## src/rtl/uart_transaction_sequencer.sv

```systemverilog
// uart_transaction_sequencer: drives one ISO7816 command/response exchange
// over the UART register interface. It pushes the command bytes, waits for the
// line to drain, then collects the response under a per-character timeout.
//
// Host transmit handshake: a byte moves on the rising clk edge where txValid
// and txReady are both high. txReady never depends on txValid, and txValid may
// be held or dropped freely while txReady is low.
module uart_transaction_sequencer #(
    parameter int LEN_WIDTH     = 9,
    parameter int TIMEOUT_WIDTH = 16
) (
    input  logic                     clk,
    input  logic                     nReset,
    input  logic                     start,
    input  logic [LEN_WIDTH-1:0]     txLen,
    input  logic [LEN_WIDTH-1:0]     rxLen,
    input  logic [TIMEOUT_WIDTH-1:0] waitCycles,
    input  logic [7:0]               txByte,
    input  logic                     txValid,
    output logic                     txReady,
    output logic [7:0]               rxByte,
    output logic                     rxStrobe,
    output logic                     busy,
    output logic                     done,
    output logic [1:0]               result,
    output logic [7:0]               uartDataIn,
    output logic                     uartNWe,
    input  logic [7:0]               uartDataOut,
    output logic                     uartNCsDataOut,
    input  logic [7:0]               uartStatus,
    output logic                     uartNCsStatus,
    output logic [3:0]               dbgState
);

    typedef enum logic [3:0] {
        ST_IDLE, ST_TX_LOAD, ST_TX_WRITE, ST_TX_CHECK, ST_TX_WAIT, ST_TX_DRAIN,
        ST_RX_ENTER, ST_RX_WAIT, ST_RX_READ, ST_RX_GAP, ST_DONE
    } state_t;

    localparam logic [1:0] RES_OK      = 2'd0;
    localparam logic [1:0] RES_TIMEOUT = 2'd1;
    localparam logic [1:0] RES_FRAME   = 2'd2;
    localparam logic [1:0] RES_OVERRUN = 2'd3;

    // UART status byte fields
    logic tx_run, tx_pending, is_tx, overrun, frame_err, buffer_full;
    assign tx_run      = uartStatus[7];
    assign tx_pending  = uartStatus[6];
    assign is_tx       = uartStatus[3];
    assign overrun     = uartStatus[2];
    assign frame_err   = uartStatus[1];
    assign buffer_full = uartStatus[0];

    // rxRun / rxStartBit carry no information this sequencer acts on
    logic unused_status;
    assign unused_status = ^uartStatus[5:4];

    state_t                   state_q, state_d;
    logic [LEN_WIDTH-1:0]     tx_cnt_q, tx_cnt_d;
    logic [LEN_WIDTH-1:0]     rx_cnt_q, rx_cnt_d;
    logic [TIMEOUT_WIDTH-1:0] wait_q, wait_d;
    logic [TIMEOUT_WIDTH-1:0] tmo_q, tmo_d;
    logic                     busy_q, busy_d;
    logic                     done_q, done_d;
    logic [1:0]               result_q, result_d;
    logic [7:0]               rx_byte_q, rx_byte_d;
    logic                     rx_strobe_q, rx_strobe_d;
    logic [7:0]               data_in_q, data_in_d;
    logic                     nwe_q, nwe_d;
    logic                     ncs_data_q, ncs_data_d;
    logic                     ncs_status_q, ncs_status_d;
    logic                     finish;
    logic [1:0]               finish_code;

    // Never offer a byte while the UART still holds or is accepting one
    assign txReady = (state_q == ST_TX_LOAD) && !buffer_full && !tx_pending;

    assign rxByte         = rx_byte_q;
    assign rxStrobe       = rx_strobe_q;
    assign busy           = busy_q;
    assign done           = done_q;
    assign result         = result_q;
    assign uartDataIn     = data_in_q;
    assign uartNWe        = nwe_q;
    assign uartNCsDataOut = ncs_data_q;
    assign uartNCsStatus  = ncs_status_q;
    assign dbgState       = state_q;

    // Next-state and registered-output decode
    always_comb begin
        state_d     = state_q;
        tx_cnt_d    = tx_cnt_q;
        rx_cnt_d    = rx_cnt_q;
        wait_d      = wait_q;
        tmo_d       = tmo_q;
        busy_d      = busy_q;
        done_d      = 1'b0;
        result_d    = result_q;
        rx_byte_d   = rx_byte_q;
        rx_strobe_d = 1'b0;
        data_in_d   = data_in_q;
        nwe_d       = 1'b1;
        ncs_data_d  = 1'b1;
        finish      = 1'b0;
        finish_code = RES_OK;

        case (state_q)
            ST_IDLE: begin
                if (start) begin
                    tx_cnt_d = txLen;
                    rx_cnt_d = rxLen;
                    wait_d   = waitCycles;
                    busy_d   = 1'b1;
                    if (txLen != '0)      state_d = ST_TX_LOAD;
                    else if (rxLen != '0) state_d = ST_RX_ENTER;
                    else                  finish  = 1'b1;
                end
            end
            ST_TX_LOAD: begin
                if (txValid && txReady) begin
                    data_in_d = txByte;
                    nwe_d     = 1'b0;
                    state_d   = ST_TX_WRITE;
                end
            end
            ST_TX_WRITE: begin
                state_d = ST_TX_CHECK;
            end
            ST_TX_CHECK: begin
                // No pending flag means the write was swallowed by a flag
                // acknowledge; rewrite the held byte once the buffer is free.
                if (tx_pending) begin
                    state_d = ST_TX_WAIT;
                end else if (!buffer_full) begin
                    nwe_d   = 1'b0;
                    state_d = ST_TX_WRITE;
                end
            end
            ST_TX_WAIT: begin
                if (!tx_pending) begin
                    if (tx_cnt_q != '0) tx_cnt_d = tx_cnt_q - LEN_WIDTH'(1);
                    state_d = (tx_cnt_q > LEN_WIDTH'(1)) ? ST_TX_LOAD : ST_TX_DRAIN;
                end
            end
            ST_TX_DRAIN: begin
                if (!tx_run && !tx_pending) begin
                    if (rx_cnt_q != '0) state_d = ST_RX_ENTER;
                    else                finish  = 1'b1;
                end
            end
            ST_RX_ENTER: begin
                tmo_d   = wait_q;
                state_d = ST_RX_WAIT;
            end
            ST_RX_WAIT: begin
                if (buffer_full && !is_tx) begin
                    ncs_data_d = 1'b0;
                    state_d    = ST_RX_READ;
                end else if ((wait_q != '0) && (tmo_q == '0)) begin
                    finish      = 1'b1;
                    finish_code = RES_TIMEOUT;
                end else if (tmo_q != '0) begin
                    tmo_d = tmo_q - TIMEOUT_WIDTH'(1);
                end
            end
            ST_RX_READ: begin
                if (overrun) begin
                    finish      = 1'b1;
                    finish_code = RES_OVERRUN;
                end else if (frame_err) begin
                    finish      = 1'b1;
                    finish_code = RES_FRAME;
                end else begin
                    rx_byte_d   = uartDataOut;
                    rx_strobe_d = 1'b1;
                    if (rx_cnt_q != '0) rx_cnt_d = rx_cnt_q - LEN_WIDTH'(1);
                    state_d     = ST_RX_GAP;
                end
            end
            ST_RX_GAP: begin
                // Gives bufferFull a cycle to fall after the read strobe
                if (rx_cnt_q != '0) begin
                    tmo_d   = wait_q;
                    state_d = ST_RX_WAIT;
                end else begin
                    finish = 1'b1;
                end
            end
            ST_DONE: begin
                busy_d  = 1'b0;
                state_d = ST_IDLE;
            end
            default: begin
                state_d = ST_IDLE;
            end
        endcase

        if (finish) begin
            state_d  = ST_DONE;
            done_d   = 1'b1;
            result_d = finish_code;
        end

        ncs_status_d = ~busy_d;
    end

    // State, counters and registered outputs
    always_ff @(posedge clk or negedge nReset) begin
        if (!nReset) begin
            state_q      <= ST_IDLE;
            tx_cnt_q     <= '0;
            rx_cnt_q     <= '0;
            wait_q       <= '0;
            tmo_q        <= '0;
            busy_q       <= 1'b0;
            done_q       <= 1'b0;
            result_q     <= RES_OK;
            rx_byte_q    <= 8'h00;
            rx_strobe_q  <= 1'b0;
            data_in_q    <= 8'h00;
            nwe_q        <= 1'b1;
            ncs_data_q   <= 1'b1;
            ncs_status_q <= 1'b1;
        end else begin
            state_q      <= state_d;
            tx_cnt_q     <= tx_cnt_d;
            rx_cnt_q     <= rx_cnt_d;
            wait_q       <= wait_d;
            tmo_q        <= tmo_d;
            busy_q       <= busy_d;
            done_q       <= done_d;
            result_q     <= result_d;
            rx_byte_q    <= rx_byte_d;
            rx_strobe_q  <= rx_strobe_d;
            data_in_q    <= data_in_d;
            nwe_q        <= nwe_d;
            ncs_data_q   <= ncs_data_d;
            ncs_status_q <= ncs_status_d;
        end
    end

endmodule

```

## config.mk

```make
export PLATFORM = sky130hd
export DESIGN_NAME = uart_transaction_sequencer
export DESIGN_NICKNAME = d
export VERILOG_FILES = /design/src/rtl/uart_transaction_sequencer.sv
export SDC_FILE = /design/constraint.sdc
export NUM_CORES = 1
export LEC_CHECK = 0
export CORE_MARGIN = 2
export CORE_UTILIZATION = 60
export CTS_CLUSTER_SIZE = 40
export DETAILED_ROUTE_END_ITERATION = 6
export DONT_BUFFER_PORTS = 1
export PLACE_DENSITY = 0.76
export SYNTH_ARGS = -nofsm -noshare
export SYNTH_HDL_FRONTEND = slang
export SYNTH_SLANG_ARGS = --single-unit
```

## constraint.sdc

```tcl
create_clock -name clk -period 3.3 [get_ports clk]
set_clock_uncertainty 0.15 [all_clocks]
set_input_delay 0.33 -clock clk [delete_from_list [all_inputs] [get_ports clk]]
set_output_delay 0.33 -clock clk [all_outputs]
set_load 0.01 [all_outputs]
```

==> flow_summary_export.csv, run 1 <==
group,metric,value,unit
critical_path,reg2regPathDepth,5,
critical_path,cp_num_buf_inv,0,
cts,cts_hold_buf,38,
synthesis,syn-cell-area,4345,um^2
finish,antenna_cells,0,
global_routing,grt_pass1_vias,3768,
finish,nFillCells,550,
cts,cts_setup_buffers,0,
cts,htreeDepth,3,
cts,clk_latency,0.36,ns
finish,layout.nets,544,
global_routing,grt_max_degree,79,
route,firstDrtPassIters,7,
synthesis,yosysSeqAreaShare,0.4500,
floorplanning,row_count,31,
power,fin_total_pwr,4.588,mW
route,drc,0,
synthesis,synth-async-reset-ratio,1.000,
floorplanning,core_area,7137,um^2
power,leakagePower,1.979,nW
floorplanning,die_w,89.10,um
critical_path,cpLargestDelayFamily,"simple AND/OR/NAND/NOR gates",
route,vias_per_cell,6.671,
floorplanning,die_h,89.10,um
timing,period_minus_slack,2.557,ns
route,postRouteAntennaNets,0,
run_status,outcome,"finished clean",
timing,worst_pin_slew,0.7203,ns
timing,maxSlewHeadroom,0.5157,
floorplanning,initial_core_util,0.6089,
floorplanning,fp.dieArea,7939,um^2
min_path,whs_path_depth,2,
finish,area_growth,15.61,%
placed_design,portBuffers,0,
synthesis,synth.avg_cell_area,9.898,um^2
synthesis,synth_area_leader_cell,"dfrtp_1",
synthesis,synth_ff_type,"dfrtp_1",
finish,layout-drive-gt1-share,0.1788,
critical_path,cp.arrival,2.67,ns
cts,cts_num_sinks,78,
timing,drv_slew,0,
cts,cts_buffer_depth,2,
timing,tns,0,ns
synthesis,ys_warn_count,0,
floorplanning,io-pin-count,91,
critical_path,cp.depth,5,
critical_path,cpMaxStageDelayCell,"nor4_1",
placed_design,place_congestion,0.8345,
cts,cts_root_buf,"clkbuf_8",
min_path,hold_path_class,"in2reg",
global_routing,grt_use_total,0.2917,
timing,rsz0062_at_grt,"false",
cts,clkTransAtPathRegs,0.09,ns
synthesis,synthDistinctLibCells,71,
critical_path,worstSetupPathType,"reg2reg",
synthesis,syn-num-nets,507,
global_routing,overflow,0,
global_routing,grt_pass1_wl,18.02,mm
power,peakVddDrop,0.0006206,V
timing,timing.fmax,391.1,MHz
synthesis,syn_inst,439,
cts,numCtsBuffers,9,
synthesis,synth_top_area_share,0.4319,
synthesis,synth_edf_count,0,
cts,cts_tree,"yes",
critical_path,max_stage_delay,0.61,ns
timing,fin_crit_sh,0.7748,
critical_path,cp-end-kind,"flip-flop",
synthesis,ys_seq_elements,78,
global_routing,antenna_found_initial,0,
critical_path,worstPathCellList,"nor4_1 > and2_1 > nand4_4 > and2_0 > a21oi_1",
critical_path,cp.required,3.42,ns
synthesis,yosysMostFrequentCell,"dfrtp_1",
placed_design,post-dp-hpwl,7.150,mm
cts,ctsResizeCount,0,
timing,setup_viol,0,
synthesis,synthTopCellsByCount,"dfrtp_1, o21ai_0, mux2_2",
critical_path,cp_max_fo,18,
run,max_cap_viol_count,0,
route,vias,3869,
synthesis,post_synth_main_area_contributors,"dfrtp_1, mux2_2, o21ai_0",
timing,hold_viol_final,0,
power,power.density,913.3,nW/um^2
critical_path,critPathLaunchType,"flip-flop",
route,drt_iter0_drc,412,
route,wire_per_inst,19.75,um
route,routed_wl,11.45,mm
## cell usage in the layout, fill, tap and decap left out, drive strengths merged, types with 17 or more instances in the layout
cell type | synthesis | final
a21oi | 30 | 30
mux2 | 33 | 33
dlygate4sd3 | 0 | 37
nand3 | 27 | 27
inv | 12 | 17
nor3 | 18 | 18
nand2 | 29 | 29
dfrtp | 75 | 75
o21ai | 37 | 37
nor2 | 23 | 23
## where the power goes
group	switching (mW)	internal [mW]
Clock	0.413	0.292
Combinational	1.09	0.858
Sequential	0.525	1.41
Total	2.03	2.56
## worst paths after layout
check,slack (ns),to,start
worst max-delay path,0.74,tmo_q[7],tmo_q[6]
worst min-delay path,0.009,tx_cnt_q[1],txLen[1]
worst max register to register,0.74,tmo_q[7],tmo_q[6]
worst min register to register,0.37,tmo_q[13],tmo_q[13]
max in group asynchronous,2.21,uartNCsDataOut,nReset
min in group asynchronous,0.40,result[1],nReset
## area by class of cell
| class | instances | area, um^2 | share of cell area |
|---|---|---|---|
| Clock inverter | 7 | 63.81 | 0.01270 |
| Timing Repair Buffer | 51 | 495.5 | 0.09863 |
| Clock buffer | 9 | 123.9 | 0.02466 |
| Sequential cell | 78 | 1956 | 0.3893 |
| Inverter | 12 | 45.04 | 0.008966 |
| Multi-Input combinational cell | 324 | 2216 | 0.4411 |
| Tap cell | 99 | 123.9 | 0.02466 |
## stage by stage
stage / worst slack, ns / std cells / cell area, um^2 / util / hold slack, ns
2_1_floorplan: 1.039 / 439 / 4345 / - / -0.1156
3_3_place_gp: 0.9411 / 526 / 4438 / 0.6218 / -0.1138
3_5_place_dp: 0.9128 / 526 / 4438 / 0.6218 / -0.1139
4_1_cts: 0.8820 / 580 / 5024 / 0.7039 / 0.001853
5_1_grt: 0.6220 / 580 / 5024 / 0.7039 / 0.01464
6_report: 0.7433 / 580 / 5024 / 0.7039 / 0.009300
## cells by family after synthesis
kind of cell / count (synthesis) / synth area share
simple gates: 155 / 0.2102
flops: 78 / 0.4500
mux: 34 / 0.08782
fa+ha+maj: 6 / 0.01728
buf+inv: 37 / 0.04002
compound gates: 129 / 0.1946
## state kept, by name, indices dropped and copies added (netlist names), 2 cells and up
signal	flops
rx_cnt_q	9
uartDataIn	8
tmo_q	16
rxByte	8
tx_cnt_q	9
result	2
wait_q	16
dbgState	4
## routing by layer
layer	vias to the layer above	GRT usage	share of wire
li1	1739	-	-
met2	209	0.4902	0.51
met3	35	0.05540	0.077
met1	1886	0.3748	0.39
met5	-	0	0
met4	0	0.1113	0.027
No activity file was read; power rests on OpenSTA's default activity.
==> run 2, diff against run 1 <==
==> constraint.sdc (replaced) <==
create_clock -name clk -period 2.57 [get_ports clk]
set_clock_uncertainty 0.15 [all_clocks]
set_input_delay 0.257 -clock clk [delete_from_list [all_inputs] [get_ports clk]]
set_output_delay 0.257 -clock clk [all_outputs]
set_load 0.01 [all_outputs]
==> run 2 against run 1 <==
Effect of this change: the run now ends with design-rule violations left; final cell count is 4.7% higher; combinational power is 31% higher; worst hold slack better by 0.0019 ns; via count is 2.4% higher; count of clock-buffer cells in the layout stayed put; register-to-register slack worse by 0.58 ns; critical path type unchanged; highest routed layer unchanged.
==> flow_summary_export.csv, run 2 (synthesized netlist as in run 1, its figures left out) <==
group,metric,value,unit
run_status,outcome,"finished, violations left",
run_status,violations,"design-rule violations",
route,drc,4,
route,postRouteAntennaNets,0,
floorplanning,io-pin-count,91,
power,power.density,1143,nW/um^2
placed_design,post-dp-hpwl,7.472,mm
placed_design,place_congestion,0.8812,
finish,antenna_cells,0,
floorplanning,fp.dieArea,7939,um^2
route,wire_per_inst,20.12,um
timing,drv_slew,0,
timing,setup_slack,0.1682,ns
timing,maxSlewHeadroom,0.5363,
timing,period_minus_slack,2.402,ns
finish,multiInputGateArea,2217,um^2
cts,cts_tree,"yes",
timing,hold_viol_final,0,
power,leakagePower,2.098,nW
global_routing,grt_max_degree,79,
global_routing,overflow,0,
critical_path,worstSetupPathType,"reg2reg",
cts,clk_latency,0.37,ns
timing,tns,0,ns
floorplanning,die_h,89.10,um
timing,timing.fmax,416.4,MHz
timing,rsz0062_at_grt,"false",
cts,htreeDepth,3,
floorplanning,row_count,31,
route,vias,3962,
global_routing,grt_use_total,0.3019,
floorplanning,core_area,7137,um^2
cts,cts_root_buf,"clkbuf_8",
run,max_cap_viol_count,0,
placed_design,portBuffers,0,
timing,worst_pin_slew,0.6897,ns
timing,fin_crit_sh,0.9345,
critical_path,cp.arrival,2.51,ns
min_path,hold_path_class,"in2reg",
critical_path,r2r-start,"tx_cnt_q[0]",
finish,seq_area,1956,um^2
finish,final_cell_mix,"dfrtp_1, dlygate4sd3_1, o21ai_0, mux2_2, a21oi_1",
finish,nFillCells,505,
critical_path,cp-end-kind,"flip-flop",
critical_path,timing.critical_path.from,"tx_cnt_q[0]",
cts,cts_buffer_depth,2,
finish,area_growth,21.22,%
timing,setup_viol,0,
global_routing,antenna_found_initial,0,
finish,largestRegisters,"tmo_q x16, wait_q x16",
floorplanning,die_w,89.10,um
global_routing,grt_pass1_vias,3779,
finish,final_common_cell,"dfrtp_1",
floorplanning,initial_core_util,0.6089,
route,firstDrtPassIters,7,
finish,layout.nets,571,
cts,cts_num_sinks,78,
finish,layout-drive-gt1-share,0.1909,
power,peakVddDrop,0.0009632,V
min_path,holdCritStartpoint,"rxLen[7]",
cts,clkTransAtPathRegs,0.10,ns
critical_path,critPathLaunchType,"flip-flop",
placed_design,dp_slack,0.2246,ns
critical_path,cp.required,2.68,ns
critical_path,cp_max_fo,10,
cts,numCtsBuffers,9,
route,routed_wl,12.21,mm
global_routing,grt_pass1_wl,18.35,mm
route,vias_per_cell,6.527,
route,drt_iter0_drc,341,
-- run 2: timing repair --
item	in CTS	in global routing
buffers inserted	0	0
hold endpoints to repair	129	0
resized for setup	0	1
hold buffers	55	0
setup endpoints to repair	0	1
-- run 2: cell type report --
class                           instances  area share
Sequential cell                        78      0.3713
Timing Repair Buffer                   78      0.1406
Multi-Input combinational cell        324      0.4209
Clock buffer                            9     0.02352
Clock inverter                          7     0.01164
Tap cell                               99     0.02352
Inverter                               12    0.008551
-- run 2: worst paths after layout --
check / to / slack (ns) / depth (start not counted)
min in group asynchronous: rxByte[2] / 0.32 / 2
setup reg to reg: tx_cnt_q[7] / 0.17 / 7
hold reg to reg: tmo_q[9] / 0.36 / 1
max in group asynchronous: uartNWe / 1.59 / 2
setup / recovery: tx_cnt_q[7] / 0.17 / 7
hold / removal: rx_cnt_q[7] / 0.01 / 2
-- run 2: per-layer routing --
metal / global-route usage / vias to the layer above / part of all wire
met5: 0 / - / 0
met3: 0.06464 / 36 / 0.074
li1: - / 1792 / -
met1: 0.3666 / 1917 / 0.38
met4: 0.1113 / 0 / 0.030
met2: 0.5279 / 217 / 0.52
-- run 2: through the flow --
| step | hold slack [ns] | power (mW) | instances | instance area [um^2] | utilization |
|---|---|---|---|---|---|
| 2_1_floorplan | -0.1886 | 4.218 | 439 | 4345 | - |
| 3_3_place_gp | -0.1868 | 4.756 | 536 | 4513 | 0.6324 |
| 3_5_place_dp | -0.1869 | 4.872 | 536 | 4513 | 0.6324 |
| 4_1_cts | 0.004461 | 5.854 | 607 | 5266 | 0.7379 |
| 5_1_grt | 0.02574 | 6.373 | 607 | 5268 | 0.7381 |
| 6_report | 0.01118 | 6.018 | 607 | 5268 | 0.7381 |
-- run 2: worst max-delay path, stage by stage (launching register included) --
cell     delay (ns)
dfrtp_1        0.41
inv_1          0.10
ha_1           0.20
or4b_2         0.66
nor3_1         0.27
o31a_2         0.28
o21ai_0        0.13
o21ai_0        0.13
-- run 2: report_power, final --
| group | switching [mW] | internal [mW] |
|---|---|---|
| Clock | 0.531 | 0.372 |
| Sequential | 0.746 | 1.81 |
| Combinational | 1.37 | 1.20 |
| Total | 2.64 | 3.37 |
==> run 3, diff against run 2 <==
--- a/config.mk
+++ b/config.mk
@@ -5,12 +5,14 @@
 export SDC_FILE = /design/constraint.sdc
 export NUM_CORES = 1
 export LEC_CHECK = 0
+export CORE_ASPECT_RATIO = 1.5
 export CORE_MARGIN = 2
 export CORE_UTILIZATION = 60
 export CTS_CLUSTER_SIZE = 40
 export DETAILED_ROUTE_END_ITERATION = 6
 export DONT_BUFFER_PORTS = 1
 export PLACE_DENSITY = 0.76
+export REMOVE_ABC_BUFFERS = 1
 export SYNTH_ARGS = -nofsm -noshare
 export SYNTH_HDL_FRONTEND = slang
 export SYNTH_SLANG_ARGS = --single-unit
==> run 3 against run 2 <==
Effect of this change: utilization rose by 0.74 points; the run now ends clean; critical path type unchanged; non-clock buffer count stayed put; sequential share of layout area down 0.34 points; worst hold slack gained 0.011 ns; largest power group unchanged.
==> flow_summary_export.csv, run 3 (synthesized netlist as in run 1, its figures left out) <==
group,metric,value,unit
timing,hold_ws,0.02217,ns
cts,htreeDepth,3,
finish,final_cell_count_no_fill,588,
cts,cts_root_buf,"clkbuf_8",
finish,multiInputGateArea,2226,um^2
critical_path,timing.critical_path.from,"dbgState[3]",
run_status,outcome,"finished clean",
finish,largestRegisters,"tmo_q x16, wait_q x16",
min_path,holdCritStartpoint,"txLen[7]",
route,firstDrtPassIters,5,
critical_path,cp-end-kind,"flip-flop",
critical_path,cp_max_fo,13,
global_routing,grt_max_degree,79,
floorplanning,fp.dieArea,7953,um^2
placed_design,portBuffers,0,
timing,worst_pin_slew,0.5932,ns
cts,cts_setup_buffers,0,
global_routing,overflow,0,
floorplanning,io-pin-count,91,
floorplanning,initial_core_util,0.6093,
timing,rsz0062_at_grt,"false",
timing,maxSlewHeadroom,0.6003,
global_routing,antenna_found_initial,0,
finish,area_growth,22.34,%
timing,setup_viol,0,
cts,clk_latency,0.36,ns
timing,fin_crit_sh,0.9120,
timing,hold_viol_final,0,
cts,clkTransAtPathRegs,0.08,ns
global_routing,grt_pass1_vias,3867,
finish,post-route-util,0.7454,
power,power.density,1160,nW/um^2
critical_path,worstSetupPathType,"reg2reg",
route,vias,3855,
placed_design,post-dp-hpwl,7.658,mm
critical_path,max_stage_delay,0.47,ns
floorplanning,row_count,38,
finish,final_common_cell,"dfrtp_1",
critical_path,cpMaxStageDelayCell,"dfrtp_1",
global_routing,grt_use_met1,0.3321,
timing,period_minus_slack,2.344,ns
floorplanning,core_area,7132,um^2
route,postRouteAntennaNets,0,
cts,cts_tree,"yes",
cts,numCtsBuffers,9,
route,routed_wl,11.52,mm
finish,nFillCells,488,
finish,final_cell_mix,"dfrtp_1, dlygate4sd3_1, o21ai_0, mux2_2, a21oi_1",
global_routing,grt_util_met2,0.5236,
global_routing,grt_pass1_wl,18.23,mm
power,leakagePower,2.135,nW
route,vias_per_cell,6.556,
route,wire_per_inst,19.60,um
route,drt_iter0_drc,327,
placed_design,place_congestion,0.9257,
critical_path,critPathLaunchType,"flip-flop",
placed_design,dp_cells,516,
route,drc,0,
timing,drv_slew,0,
finish,seq_area,1956,um^2
critical_path,cp.required,2.66,ns
critical_path,cp.arrival,2.44,ns
floorplanning,die_h,108.2,um
finish,layout-drive-gt1-share,0.1909,
critical_path,r2r-start,"dbgState[3]",
finish,antenna_cells,0,
critical_path,worstPathCellList,"buf_4 > nor4_4 > nand4_1 > or2_2 > nand3_1 > mux2_2",
finish,layout.nets,571,
floorplanning,die_w,73.49,um
global_routing,grt_util_met3,0.05871,
min_path,hold_path_class,"in2reg",
global_routing,grt_use_total,0.2942,
run,max_cap_viol_count,0,
timing,timing.fmax,426.7,MHz
cts,cts_buffer_depth,2,
cts,cts_num_sinks,78,
global_routing,gr-max-usage-layer,"met2",
power,peakVddDrop,0.0008470,V
run 3: cell count changes in the layout (fill, tap and decap cells not counted), moves of 2 or more:
| cell | previous run | this run |
|---|---|---|
| clkinv_2 | 0 | 2 |
| bufinv_16 | 0 | 3 |
| inv_6 | 4 | 0 |
| clkinvlp_4 | 2 | 0 |
run 3: power by group:
| group | internal, mW | leakage (nW) | switching (mW) | total (mW) |
|---|---|---|---|---|
| Sequential | 1.81 | 0.951 | 0.649 | 2.46 |
| Clock | 0.670 | 0.126 | 0.453 | 1.12 |
| Combinational | 1.19 | 1.06 | 1.40 | 2.59 |
run 3: repair_timing:
item / 4_1_cts / 5_1_grt
hold buffers: 56 / 0
resized for setup: 0 / 2
endpoints found under the hold margin: 130 / 0
setup endpoints to repair: 0 / 1
run 3: worst max-delay path: cells and delay by family, from the launching register on:
| kind | cells | cell delay [ns] |
|---|---|---|
| flops | 1 | 0.47 |
| buf+inv | 1 | 0.22 |
| mux | 1 | 0.34 |
| simple gates | 4 | 1.04 |
run 3: cell type report:
type | count | share of cell area
inverter | 12 | 0.008473
multi-input combinational | 324 | 0.4187
sequential | 78 | 0.3679
clock buffer | 10 | 0.02589
timing repair buffer | 78 | 0.1398
tap | 80 | 0.01883
clock inverter | 6 | 0.02048
run 3: path summary, 6_finish.rpt:
kind,end,cells after the start,slack [ns]
min in group asynchronous,rx_cnt_q[5],2,0.30
min,tx_cnt_q[7],2,0.02
min reg2reg,tmo_q[13],1,0.35
max,dbgState[0],6,0.23
max reg2reg,dbgState[0],6,0.23
max in group asynchronous,uartNCsStatus,2,1.63
run 3: per-layer routing:
layer | routed length [um] | share of wire
met5 | 0 | 0
met4 | 382 | 0.033
met3 | 619 | 0.054
met2 | 6228 | 0.54
met1 | 4293 | 0.37
run 3: through the flow:
step | area (um^2) | power [mW] | setup WS (ns) | setup TNS (ns)
2_1_floorplan | 4217 | 4.088 | -0.4635 | -4.619
3_3_place_gp | 4482 | 4.772 | 0.2175 | 0
6_report | 5316 | 6.168 | 0.2262 | 0
5_1_grt | 5316 | 6.554 | 0.06796 | 0
3_5_place_dp | 4482 | 4.893 | 0.1089 | 0
4_1_cts | 5306 | 6.115 | 0.1039 | 0
